<file path="src/rtl/serial_subtractor_if.sv">
// Start/done handshake bundle for the serial subtractor: operands in, result and flags out.
// The requester owns start/a/b/borrow_in; the subtractor owns ready/done and the result.
interface serial_subtractor_if #(
  parameter int WIDTH = 32
);
  logic             start;
  logic [WIDTH-1:0] a;
  logic [WIDTH-1:0] b;
  logic             borrow_in;
  logic             ready;
  logic             done;
  logic [WIDTH-1:0] diff;
  logic             borrow_out;
  logic             overflow;
  logic             zero;
  logic             negative;

  modport master (
    output start, a, b, borrow_in,
    input  ready, done, diff, borrow_out, overflow, zero, negative
  );

  modport slave (
    input  start, a, b, borrow_in,
    output ready, done, diff, borrow_out, overflow, zero, negative
  );
endinterface

</file>
<file path="src/rtl/serial_subtractor.sv">
// LSB-first multi-cycle a - b - borrow_in; done pulses WIDTH/BITS_PER_CYCLE cycles after start.
// start is only accepted while ready=1 (IDLE); it is dropped, never queued, during RUN/DONE.
module serial_subtractor #(
  parameter int WIDTH          = 32,
  parameter int BITS_PER_CYCLE = 1
) (
  input  logic                clk,
  input  logic                rst,
  serial_subtractor_if.slave  io
);
  localparam int N  = WIDTH / BITS_PER_CYCLE;
  localparam int CW = (N > 1) ? $clog2(N) : 1;

  typedef enum logic [1:0] {S_IDLE, S_RUN, S_DONE} state_t;

  state_t                    state_q, state_d;
  logic [CW-1:0]             cnt_q, cnt_d;
  logic [WIDTH-1:0]          a_q, a_d;
  logic [WIDTH-1:0]          b_q, b_d;
  logic [WIDTH-1:0]          sh_q, sh_d;
  logic                      br_q, br_d;
  logic                      amsb_q, amsb_d;
  logic                      bmsb_q, bmsb_d;
  logic                      ready_q, ready_d;
  logic                      done_q, done_d;
  logic [WIDTH-1:0]          diff_q, diff_d;
  logic                      borrow_out_q, borrow_out_d;
  logic                      overflow_q, overflow_d;
  logic                      zero_q, zero_d;
  logic                      negative_q, negative_d;

  logic [BITS_PER_CYCLE-1:0] slice_c;
  logic                      br_c;
  logic [WIDTH-1:0]          sh_next_c;

  // Full-subtractor slice: borrow ripples through the slice, then into br_q for the next cycle.
  always_comb begin
    slice_c = '0;
    br_c    = br_q;
    for (int i = 0; i < BITS_PER_CYCLE; i++) begin
      slice_c[i] = a_q[i] ^ b_q[i] ^ br_c;
      br_c       = (~a_q[i] & b_q[i]) | (br_c & ~(a_q[i] ^ b_q[i]));
    end
    sh_next_c = (sh_q >> BITS_PER_CYCLE) | (WIDTH'(slice_c) << (WIDTH - BITS_PER_CYCLE));
  end

  always_comb begin
    state_d      = state_q;
    cnt_d        = cnt_q;
    a_d          = a_q;
    b_d          = b_q;
    sh_d         = sh_q;
    br_d         = br_q;
    amsb_d       = amsb_q;
    bmsb_d       = bmsb_q;
    ready_d      = ready_q;
    done_d       = 1'b0;
    diff_d       = diff_q;
    borrow_out_d = borrow_out_q;
    overflow_d   = overflow_q;
    zero_d       = zero_q;
    negative_d   = negative_q;
    case (state_q)
      S_IDLE: begin
        ready_d = 1'b1;
        if (io.start) begin
          a_d     = io.a;
          b_d     = io.b;
          br_d    = io.borrow_in;
          amsb_d  = io.a[WIDTH-1];
          bmsb_d  = io.b[WIDTH-1];
          sh_d    = '0;
          cnt_d   = '0;
          ready_d = 1'b0;
          state_d = S_RUN;
        end
      end
      S_RUN: begin
        a_d   = a_q >> BITS_PER_CYCLE;
        b_d   = b_q >> BITS_PER_CYCLE;
        sh_d  = sh_next_c;
        br_d  = br_c;
        cnt_d = cnt_q + CW'(1);
        if (cnt_q == CW'(N - 1)) begin
          // Results are published only here, so they never expose a partial difference.
          diff_d       = sh_next_c;
          borrow_out_d = br_c;
          zero_d       = ~|sh_next_c;
          negative_d   = sh_next_c[WIDTH-1];
          overflow_d   = (amsb_q ^ bmsb_q) & (sh_next_c[WIDTH-1] ^ amsb_q);
          done_d       = 1'b1;
          state_d      = S_DONE;
        end
      end
      S_DONE: begin
        ready_d = 1'b1;
        state_d = S_IDLE;
      end
      default: begin
        ready_d = 1'b1;
        state_d = S_IDLE;
      end
    endcase
  end

  always_ff @(posedge clk or posedge rst) begin
    if (rst) begin
      state_q      <= S_IDLE;
      cnt_q        <= '0;
      a_q          <= '0;
      b_q          <= '0;
      sh_q         <= '0;
      br_q         <= 1'b0;
      amsb_q       <= 1'b0;
      bmsb_q       <= 1'b0;
      ready_q      <= 1'b1;
      done_q       <= 1'b0;
      diff_q       <= '0;
      borrow_out_q <= 1'b0;
      overflow_q   <= 1'b0;
      zero_q       <= 1'b0;
      negative_q   <= 1'b0;
    end else begin
      state_q      <= state_d;
      cnt_q        <= cnt_d;
      a_q          <= a_d;
      b_q          <= b_d;
      sh_q         <= sh_d;
      br_q         <= br_d;
      amsb_q       <= amsb_d;
      bmsb_q       <= bmsb_d;
      ready_q      <= ready_d;
      done_q       <= done_d;
      diff_q       <= diff_d;
      borrow_out_q <= borrow_out_d;
      overflow_q   <= overflow_d;
      zero_q       <= zero_d;
      negative_q   <= negative_d;
    end
  end

  assign io.ready      = ready_q;
  assign io.done       = done_q;
  assign io.diff       = diff_q;
  assign io.borrow_out = borrow_out_q;
  assign io.overflow   = overflow_q;
  assign io.zero       = zero_q;
  assign io.negative   = negative_q;
endmodule
</file>
<file path="src/flat_wrapper.sv">
// flat-port wrapper written by rule: the top's interface ports become plain ports
module serial_subtractor_flat 
#(
  parameter int WIDTH          = 32,
  parameter int BITS_PER_CYCLE = 1
)
  (clk, rst, io_start, io_a, io_b, io_borrow_in, io_ready, io_done, io_diff, io_borrow_out, io_overflow, io_zero, io_negative);
  serial_subtractor_if #(.WIDTH(WIDTH)) io_i ();
  input  logic clk;
  input  logic rst;
  input wire logic [$bits(io_i.start)-1:0] io_start;
  input wire logic [$bits(io_i.a)-1:0] io_a;
  input wire logic [$bits(io_i.b)-1:0] io_b;
  input wire logic [$bits(io_i.borrow_in)-1:0] io_borrow_in;
  output wire logic [$bits(io_i.ready)-1:0] io_ready;
  output wire logic [$bits(io_i.done)-1:0] io_done;
  output wire logic [$bits(io_i.diff)-1:0] io_diff;
  output wire logic [$bits(io_i.borrow_out)-1:0] io_borrow_out;
  output wire logic [$bits(io_i.overflow)-1:0] io_overflow;
  output wire logic [$bits(io_i.zero)-1:0] io_zero;
  output wire logic [$bits(io_i.negative)-1:0] io_negative;
  assign io_i.start = io_start;
  assign io_i.a = io_a;
  assign io_i.b = io_b;
  assign io_i.borrow_in = io_borrow_in;
  assign io_ready = io_i.ready;
  assign io_done = io_i.done;
  assign io_diff = io_i.diff;
  assign io_borrow_out = io_i.borrow_out;
  assign io_overflow = io_i.overflow;
  assign io_zero = io_i.zero;
  assign io_negative = io_i.negative;
  serial_subtractor #(.WIDTH(WIDTH), .BITS_PER_CYCLE(BITS_PER_CYCLE)) u_core (.clk(clk), .rst(rst), .io(io_i));
endmodule
</file>
<file path="config.mk">
export PLATFORM = sky130hd
export DESIGN_NAME = serial_subtractor_flat
export DESIGN_NICKNAME = d
export VERILOG_FILES = /design/src/rtl/serial_subtractor_if.sv /design/src/rtl/serial_subtractor.sv /design/src/flat_wrapper.sv
export SDC_FILE = /design/constraint.sdc
export NUM_CORES = 1
export LEC_CHECK = 0
export CAP_MARGIN = 20
export CORE_MARGIN = 1.5
export CORE_UTILIZATION = 47
export DETAILED_ROUTE_END_ITERATION = 6
export GPL_TIMING_DRIVEN = 0
export PLACE_DENSITY = 0.76
export SLEW_MARGIN = 20
export SYNTH_ARGS = -nofsm -noshare
export SYNTH_HDL_FRONTEND = slang
export SYNTH_SLANG_ARGS = --single-unit
export TNS_END_PERCENT = 100
</file>
<file path="constraint.sdc">
create_clock -name clk -period 4.5 [get_ports clk]
set_input_delay 0.675 -clock clk [delete_from_list [all_inputs] [get_ports clk]]
set_output_delay 0.675 -clock clk [all_outputs]
set_load 0.01 [all_outputs]
</file>
==> summary.json <==
{
  "routing": {
    "final_ant_viol_nets": 0,
    "drc": 0,
    "avgRoutedWirePerCell_um": 15.38,
    "routed-via-count": 4496,
    "first_iter_violations": 254,
    "drt_pass1_iterations": 5,
    "post_drt_via_cell_ratio": 5.391,
    "wl_um": 12830
  },
  "floorplanning": {
    "core_region_area_mm2": 0.01196,
    "floorplan.die.height_um": 113.5,
    "floorplan.io_pins": 106,
    "fp.dieArea_mm2": 0.01287,
    "num_rows": 40,
    "initial_utilization_pct": 47.94,
    "width_of_the_die_um": 113.5
  },
  "critical_path": {
    "worst_path_cell_with_the_longest_stage_delay": "sky130_fd_sc_hd__clkdlybuf4s50_1",
    "worst_r2r_startpoint": "u_core.cnt_q[0]$_DFFE_PP0P_",
    "path_buf_inv": 1,
    "crit_required_ns": 3.83,
    "setup.reg_to_reg.worst_slack_ns": 2.52,
    "startpoint_type": "flop",
    "critical_path.reg2reg.endpoint": "u_core.io.diff[18]$_DFFE_PP0P_",
    "rr_worst_depth": 6,
    "timing_worst_setup_path_type": "reg -> out",
    "timing.critical_path.max_delay_family": "buffers and inverters",
    "crit_path_max_fanout": 2,
    "path_cells": "clkdlybuf4s50_1",
    "crit_path_end_kind": "output port",
    "cp_data_arrival_time_ns": 1.47,
    "critPathMaxStageDelay_ns": 0.54
  },
  "yosys": {
    "gate_count_of_the_mapped_netlist": 553,
    "yosysTopAreaCellShare_pct": 61.53,
    "synth.top_cells.by_count": "sky130_fd_sc_hd__dfrtp_1 (141), sky130_fd_sc_hd__nor2_1 (105), sky130_fd_sc_hd__nand2_1 (100), sky130_fd_sc_hd__o22ai_1 (52), sky130_fd_sc_hd__nand3_1 (33)",
    "yosysSeqAreaShare_pct": 61.99,
    "synthMostInstantiatedCell": "sky130_fd_sc_hd__dfrtp_1",
    "postSynthAreaPerCell_um2": 10.37,
    "ys_top_cells_by_area": "sky130_fd_sc_hd__dfrtp_1 (62%), sky130_fd_sc_hd__nor2_1 (6.9%), sky130_fd_sc_hd__nand2_1 (6.5%), sky130_fd_sc_hd__mux2_2 (6.3%), sky130_fd_sc_hd__o22ai_1 (5.7%)",
    "synth.cell_area_mm2": 0.005734,
    "synth_async_sr_flop_share_pct": 100.0,
    "synthFlopType": "sky130_fd_sc_hd__dfrtp_1",
    "synth-edff-count": 0,
    "yosys_warnings": 0,
    "synth_largest_area_cell": "sky130_fd_sc_hd__dfrtp_1",
    "synthesis.nets": 624,
    "synth.lib_cells_used.distinct": 34,
    "ys_ff_latch": 142
  },
  "cells_and_area": {
    "antenna-diode-count": 0,
    "drive_above_1_share_pct": 12.95,
    "stdcell_count": 834,
    "finish.utilization_pct": 62.89,
    "design.final.nets": 749,
    "syn_to_final_growth_pct": 31.18
  },
  "grt": {
    "grt_antenna_before_repair": 0,
    "largest_net_degree_at_the_start_of_global_routing": 84,
    "global_route.overflow_total": 0,
    "first_global_vias": 4471,
    "global_route.usage.total_pct": 20.98,
    "grt_pass1_wl_um": 21110
  },
  "run_status": {
    "status": "finished clean"
  },
  "worst_hold_path": {
    "hp-class": "reg -> reg",
    "min_delay_path_depth": 2,
    "timing.hold.worst_endpoint": "u_core.a_q[3]$_DFFE_PP0P_",
    "worst_hold_startpoint": "u_core.a_q[3]$_DFFE_PP0P_"
  },
  "job": {
    "timing.max_cap.violations": 0
  },
  "clock_network": {
    "post-cts-setup-buffer-count": 0,
    "ctsHoldBuffers": 0,
    "tritoncts_clock_tree": "yes",
    "clk-insertion-delay-late_ns": 0.41,
    "numClockSinks": 142,
    "clock_buffers_created_by_tritoncts": 17,
    "postCtsResizedCells": 0,
    "ctsRootBufferMaster": "sky130_fd_sc_hd__clkbuf_16",
    "clkSlewWorstSetupHoldPaths_ns": 0.05,
    "cts_max_path_buffers": 2,
    "cts_htree_levels": 4
  },
  "power_and_ir_drop": {
    "design_power_total_mw": 5.126,
    "p_leak_nw": 3.312,
    "power_density_mw_per_mm2": 681.4,
    "worst_ir_drop_vdd_mv": 0.3418
  },
  "timing": {
    "timing.fmax_mhz": 465.6,
    "max-slew-margin-rel_pct": 48.97,
    "grt_setup_unrepaired": "false",
    "finalSetupViolations": 0,
    "post-route-period-util_pct": 47.73,
    "final_hold_viol_count": 0,
    "tightestPinTransition_ns": 0.7638,
    "finClkSkew_ns": 0.007588,
    "drv_slew": 0,
    "final_worst_slack_ns": 2.352,
    "final_period_minus_worst_setup_slack_ns": 2.148
  },
  "placed_design": {
    "gpl.final_weighted_congestion": 0.7504,
    "post-place-ws_ns": 2.108,
    "place.detailed.hpwl_um": 9020,
    "dpl.cell_count": 806,
    "port_buffers": 105
  }
}
## cells in the final DEF, fill, tap and decap left out, drive strengths merged
cell type,synthesis,layout
o21ba,1,1
nand3b,1,1
ha,2,2
nor3b,2,2
clkbuf,7,34
o31ai,1,1
clkdlybuf4s50,0,105
a21oi,2,2
nand3,33,33
mux2,32,32
dfstp,1,1
mux2i,1,1
clkinv,0,1
nand2,100,100
dfrtp,141,141
nor2b,1,1
fa,1,1
buf,31,32
or3b,1,1
nand2b,1,1
inv,5,5
and3,1,1
o21bai,1,1
and3b,1,1
nor2,105,105
o22ai,52,52
a21o,1,1
nand4,3,3
nor4,8,8
a22oi,10,10
o21ai,5,5
a22o,1,1
o221ai,1,1
## how the worst max path moves through the flow
| stage | cells after the start | to | slack, ns | startpoint |
|---|---|---|---|---|
| after floorplan | 1 | u_core.a_q[0]$_DFFE_PP0P_ | 0.02 | rst |
| after global placement | 2 | u_core.a_q[26]$_DFFE_PP0P_ | -1.68 | rst |
| after detailed placement | 5 | u_core.a_q[31]$_DFFE_PP0P_ | 2.11 | io_start |
| after CTS | 1 | io_ready | 2.32 | u_core.io.ready$_DFFE_PP1N_ |
| after global routing | 1 | io_ready | 2.32 | u_core.io.ready$_DFFE_PP1N_ |
| final | 1 | io_ready | 2.35 | u_core.io.ready$_DFFE_PP1N_ |
## cell families after synthesis
group                    share of synthesized area, %
flip-flops                                      61.99
multiplexers                                    6.459
AO/OA/AOI/OAI                                   8.466
AND/OR/NAND/NOR                                 18.53
adder cells (fa/ha/maj)                        0.7855
buffers and inverters                           3.775
## power breakdown
part	total (mW)	switching, mW	internal (mW)
clock network	1.23	0.464	0.764
registers	2.22	0.378	1.84
logic	1.68	0.837	0.839
## stage by stage
step                area, um2  TNS [ns]  hold slack (ns)
floorplan                5734         0           0.4372
global placement         6969   -236.39           0.4585
detailed placement       7004         0           0.4679
CTS                      7522         0           0.4829
global route             7522         0           0.5086
finish                   7522         0           0.4829
## flip-flops by register name, summed over array words and instances, names as in the netlist
register              count
u_core.b_q               32
u_core.state_q            2
u_core.bmsb_q             1
u_core.io.borrow_out      1
u_core.br_q               1
u_core.sh_q              31
u_core.io.done            1
u_core.io.negative        1
u_core.io.overflow        1
u_core.amsb_q             1
u_core.io.ready           1
u_core.io.diff           31
u_core.a_q               32
u_core.io.zero            1
u_core.cnt_q              5
## worst reg2reg max path: cells and delay by family (launching register included)
kind / cells / cell delay, ns
adders and majority gates: 2 / 0.43
buffers and inverters: 1 / 0.29
DFF: 1 / 0.40
muxes: 1 / 0.37
and+or+nand+nor: 2 / 0.36
## cell type report
cell class / count / area (um2)
tap: 147 / 183.9
clock inverter: 1 / 5.005
sequential: 142 / 3555
timing repair buffer: 106 / 1079
buffer: 38 / 197.7
multi-input combinational: 368 / 1963
inverter: 5 / 26.28
fill: 970 / 4439
clock buffer: 27 / 513.0
## per-layer routing
layer  vias up  GRT usage, %  part of all wire, %
met1      2211         25.79                   43
met2       119         35.39                   50
li1       2152             -                    -
met4         0         5.833                  1.3
met3        14         7.386                  5.9
met5         -             0                    0
Power figures use the tool's default switching activity.
